==> src/rtl/seg7_scan_driver.sv <==
// Time-multiplexed common-anode 7-segment scanner with per-slot blanking gap,
// frame-synchronous value update and optional leading-zero suppression.
module seg7_scan_driver #(
   parameter int unsigned NUM_DIGITS   = 4,
   parameter int unsigned SCAN_DIV     = 50000,
   parameter int unsigned BLANK_CYCLES = 500,
   parameter int unsigned LZ_BLANK     = 1
) (
   input  logic                      CLOCK_50,
   input  logic                      reset_n,
   input  logic [4*NUM_DIGITS-1:0]   i_value,
   input  logic                      i_load,
   input  logic                      i_enable,
   output logic [6:0]                o_seg,
   output logic [NUM_DIGITS-1:0]     o_dig,
   output logic                      o_frame
);

   localparam int unsigned P_W   = $clog2(SCAN_DIV);
   localparam int unsigned IDX_W = (NUM_DIGITS > 1) ? $clog2(NUM_DIGITS) : 1;

   localparam logic [P_W-1:0]   P_LAST   = P_W'(SCAN_DIV - 1);
   localparam logic [P_W-1:0]   P_BLANK  = P_W'(BLANK_CYCLES);
   localparam logic [IDX_W-1:0] IDX_LAST = IDX_W'(NUM_DIGITS - 1);

   logic [P_W-1:0]            p_q, p_d;
   logic [IDX_W-1:0]          idx_q, idx_d;
   logic [4*NUM_DIGITS-1:0]   pending_q, pending_d;
   logic [4*NUM_DIGITS-1:0]   display_q, display_d;
   logic [6:0]                seg_q, seg_d;
   logic [NUM_DIGITS-1:0]     dig_q, dig_d;
   logic                      frame_q, frame_d;

   logic                      p_last, wrap, show, lz_dark, above_zero;
   logic [3:0]                nib;

   function automatic logic [6:0] enc(input logic [3:0] n);
      logic [6:0] s;
      case (n)
         4'h0: s = 7'h7E;
         4'h1: s = 7'h30;
         4'h2: s = 7'h6D;
         4'h3: s = 7'h79;
         4'h4: s = 7'h33;
         4'h5: s = 7'h5B;
         4'h6: s = 7'h5F;
         4'h7: s = 7'h70;
         4'h8: s = 7'h7F;
         4'h9: s = 7'h7B;
         4'hA: s = 7'h77;
         4'hB: s = 7'h1F;
         4'hC: s = 7'h4E;
         4'hD: s = 7'h3D;
         4'hE: s = 7'h4F;
         default: s = 7'h47;
      endcase
      return s;
   endfunction

   always_comb begin
      p_last    = (p_q == P_LAST);
      wrap      = p_last && (idx_q == IDX_LAST);
      p_d       = p_last ? '0 : p_q + P_W'(1);
      idx_d     = idx_q;
      if (p_last) begin
         idx_d = (idx_q == IDX_LAST) ? '0 : idx_q + IDX_W'(1);
      end
      pending_d = i_load ? i_value : pending_q;
      // pending_d already carries i_value when a load coincides with the wrap
      display_d = wrap ? pending_d : display_q;
      frame_d   = wrap;
   end

   // Outputs are computed from next-state so the registered pins line up with p_q/idx_q.
   always_comb begin
      nib        = '0;
      lz_dark    = 1'b0;
      above_zero = 1'b1;
      for (int unsigned j = 0; j < NUM_DIGITS; j++) begin
         above_zero = above_zero && (display_d[4*(NUM_DIGITS-1-j) +: 4] == 4'h0);
         if (idx_d == IDX_W'(NUM_DIGITS - 1 - j)) begin
            nib     = display_d[4*(NUM_DIGITS-1-j) +: 4];
            lz_dark = (LZ_BLANK != 0) && (j != NUM_DIGITS - 1) && above_zero;
         end
      end
      show  = i_enable && (p_d >= P_BLANK) && !lz_dark;
      seg_d = show ? ~enc(nib) : 7'h7F;
      dig_d = '1;
      for (int unsigned k = 0; k < NUM_DIGITS; k++) begin
         dig_d[k] = !(show && (idx_d == IDX_W'(k)));
      end
   end

   always_ff @(posedge CLOCK_50 or negedge reset_n) begin
      if (!reset_n) begin
         p_q       <= '0;
         idx_q     <= '0;
         pending_q <= '0;
         display_q <= '0;
         seg_q     <= 7'h7F;
         dig_q     <= '1;
         frame_q   <= 1'b0;
      end else begin
         p_q       <= p_d;
         idx_q     <= idx_d;
         pending_q <= pending_d;
         display_q <= display_d;
         seg_q     <= seg_d;
         dig_q     <= dig_d;
         frame_q   <= frame_d;
      end
   end

   assign o_seg   = seg_q;
   assign o_dig   = dig_q;
   assign o_frame = frame_q;

endmodule

==> config.mk <==
export PLATFORM = sky130hd
export DESIGN_NAME = seg7_scan_driver
export DESIGN_NICKNAME = d
export VERILOG_FILES = /design/src/rtl/seg7_scan_driver.sv
export SDC_FILE = /design/constraint.sdc
export NUM_CORES = 1
export LEC_CHECK = 0
export BUFFER_PORTS_ARGS = -buffer_cell sky130_fd_sc_hd__buf_2
export CAP_MARGIN = 10
export CORE_MARGIN = 2
export CORE_UTILIZATION = 30
export CTS_CLUSTER_SIZE = 24
export DETAILED_ROUTE_END_ITERATION = 7
export GPL_ROUTABILITY_DRIVEN = 1
export PLACE_DENSITY_LB_ADDON = 0.15
export SLEW_MARGIN = 20
export SYNTH_ARGS = -nofsm -noshare
export SYNTH_HDL_FRONTEND = slang
export SYNTH_SLANG_ARGS = --single-unit
==> constraint.sdc <==
create_clock -name CLOCK_50 -period 3 [get_ports CLOCK_50]
set_input_delay 0 -clock CLOCK_50 [delete_from_list [all_inputs] [get_ports CLOCK_50]]
set_output_delay 0 -clock CLOCK_50 [all_outputs]
set_load 0.1 [all_outputs]
==> out/summary.json <==
{
  "p_per_area_nw_per_um2": 433.6,
  "synth_most_common_cell": "dfrtp_1",
  "synth_warn": 0,
  "finalClockSkew_ns": 0.009908,
  "worst_skew_pair.late_latency_ns": 0.35,
  "antenna_cells_inserted": 0,
  "tritoncts.num_buffers": 9,
  "critical-path-top-cell-by-count": "buf_4",
  "postSynthNetCount": 311,
  "crit_path_kind": "register to register",
  "crit_arrival_ns": 3.13,
  "clk_pin_slew_ns": 0.07,
  "status": "completed",
  "synth_cell_type_count": 53,
  "synth_commonest_cells": "51 x dfrtp_1, 31 x nand2_1, 24 x mux2_2",
  "synth_sequential_area_ratio": 0.4887,
  "ys_top_cells_by_area": "dfrtp_1 40%, dfstp_2 9.0%, mux2_2 8.4%",
  "core_region_area_um2": 10320,
  "max_slew.worst_pin.slew_ns": 0.6388,
  "timing.critical_path.to_type": "register",
  "max_freq_mhz": 348.3,
  "grt_pass1_vias": 2484,
  "ant_nets": 0,
  "vias_per_cell": 4.705,
  "overall_track_demand_over_capacity_in_global_routing": 0.1417,
  "leakage_uw": 0.001873,
  "start_util": 0.3103,
  "postSynthRegisterBits": 62,
  "layout-drive-gt1-share": 0.3733,
  "design.portCount": 32,
  "drt_wirelength_um": 7479,
  "drt-wirelength-per-cell_um": 14.64,
  "number_of_enable_flip_flop_cells_after_synthesis": 0,
  "path_delay_family": "multiplexers",
  "cp-start-kind": "register",
  "finalWeightedCongestion": 0.7744,
  "finalHoldViolCount": 0,
  "num_rows": 37,
  "crit_chain": "nor4b_4, buf_4, nand4_4, a21oi_2, buf_4, mux2_4, a221oi_4, buf_4, mux2_1, nand2_1, o211ai_1",
  "post_route_minimum_period_ns": 2.871,
  "fin_util": 0.4077,
  "clock-sinks": 62,
  "critPathRequiredTime_ns": 3.26,
  "drt_iter0_drc": 68,
  "cap_violations": 0,
  "grt_max_degree": 36,
  "final_net_count": 398,
  "setup_repair_after_global_routing_missed_its_margin": "true",
  "critPathBufInv": 3,
  "worstHoldPathType": "input pin to register",
  "synth_top_area_share": 0.3984,
  "drt_pre_antenna_iters": 4,
  "timing.setup.tns_ns": 0,
  "clk_root_buffer_cell": "clkbuf_8",
  "synthCells": 283,
  "synthToLayoutAreaGrowth_pct": 31.41,
  "fp.dieW_um": 107.3,
  "globalRoute.totalOverflow": 0,
  "maxSlewHeadroom": 0.5741,
  "maxSlewViolCount": 0,
  "hpwl_after_dpl_um": 5405,
  "max-clock-path-buffers": 2,
  "synth_ff_type": "dfrtp_1",
  "cts_htree_levels": 3,
  "num_vias": 2404,
  "timing.critical_path.slowest_stage_cell": "dfrtp_1",
  "n_fill_cell": 1020,
  "crit_path_max_fanout": 9,
  "final.period_utilization": 0.9570,
  "grt_pass1_wl_um": 12570,
  "cp_slowest_stage_delay_ns": 0.43,
  "number_of_antenna_violations_at_the_first_check_in_global_routing": 0,
  "post-synth-top-area-cell": "dfrtp_1",
  "chipHeight_um": 107.3,
  "report.final.setup_viol": 0,
  "peakVddDrop_mv": 0.1952,
  "synth.avg_cell_area_um2": 11.32,
  "tritoncts": "done",
  "post_synth_instance_area_um2": 3203,
  "portBuffers": 31,
  "dieArea_um2": 11520,
  "detail_route.drc_violations": 0,
  "finalPower_uw": 1825,
  "synth-async-reset-ratio": 1.000
}
==> sequential cells by signal, indices dropped and copies added, names as in the netlist <==
name,cells
display_q,16
p_q,16
o_seg,7
o_dig,4
pending_q,16
idx_q,2
o_frame,1
==> report_power, final <==
group	internal, µW	switching (µW)
Sequential	864	7.32
Clock	487	338
Combinational	61.4	67.2
==> through the flow <==
step | worst slack, ns | instances | hold WS [ns] | area (µm²)
global route | -0.07201 | 511 | 0.03270 | 4209
finish | 0.1290 | 511 | 0.03766 | 4209
global placement | 0.08352 | 475 | 0.06648 | 3756
detailed placement | 0.04561 | 475 | 0.06683 | 3756
floorplan | 0.02664 | 283 | -0.2956 | 3203
CTS | 0.03020 | 507 | 0.008715 | 4139
==> layer usage <==
metal / global-route usage / wire, µm / part of all wire / vias to the layer above
met3: 0.02906 / 239 / 0.032 / 11
met5: 0 / 0 / 0 / -
met4: 0.06044 / 129 / 0.017 / 0
met2: 0.2175 / 3262 / 0.44 / 38
met1: 0.1942 / 3847 / 0.51 / 1169
li1: - / - / - / 1186
==> path summary, 6_finish.rpt <==
path                                             start                       to  slack, ns  depth (start not counted)
worst max-delay path                 p_q[11]$_DFF_PN0_       o_seg[2]$_DFF_PN1_       0.13                         11
worst min-delay path                       i_value[11]  pending_q[11]$_DFF_PN0_       0.04                          3
worst max register to register       p_q[11]$_DFF_PN0_       o_seg[2]$_DFF_PN1_       0.13                         11
worst min register to register  display_q[3]$_DFF_PN0_   display_q[3]$_DFF_PN0_       0.47                          2
max in group asynchronous                      reset_n       o_dig[0]$_DFF_PN1_       1.87                          3
min in group asynchronous                      reset_n   pending_q[8]$_DFF_PN0_       0.21                          2
==> cell families (layout without fill, tap and decap cells) <==
kind of cell / after synthesis / after routing / synth area share
flip-flops: 62 / 62 / 0.4887
AND/OR/NAND/NOR: 97 / 97 / 0.1629
adder cells (fa/ha/maj): 8 / 8 / 0.03125
AO/OA/AOI/OAI: 31 / 32 / 0.08321
multiplexers: 45 / 45 / 0.1562
buffers and inverters: 22 / 113 / 0.02852
XOR/XNOR: 18 / 18 / 0.04922
==> cells in the final DEF (no fill, tap or decap), drive strengths merged, types with 7 or more instances in the layout <==
master and n:
buf 68, dfrtp 51, nand2 31, mux2 27, nor2 20, mux2i 17, dlygate4sd3 16, nand3 15
inv 13, xnor2 11, dfstp 11, clkbuf 10, ha 8, xor2 7, a21oi 7
==> timing repair <==
action	4_1_cts	5_1_grt
buffers inserted	0	3
setup endpoints to repair	0	7
gates resized for setup	0	6
hold buffers	16	0
endpoints found under the hold margin	38	0
==> worst reg2reg max path, delay by kind of cell, from the launching register on <==
| kind | cells | cell delay (ns) |
|---|---|---|
| AOI/OAI and AO/OA | 3 | 0.55 |
| buffers and inverters | 3 | 0.61 |
| DFF | 1 | 0.43 |
| muxes | 2 | 0.67 |
| and+or+nand+nor | 3 | 0.54 |
==> final cells by class <==
type	instances	area, µm²	share of cell area
clock buffers	10	137.6	0.03270
clock inverters	6	85.08	0.02021
inverters	13	51.30	0.01219
multi-input cells	200	1594	0.3787
flip-flops and latches	62	1565	0.3719
well taps	136	170.2	0.04043
repair buffers	84	605.6	0.1439
Power figures use the tool's default switching activity.
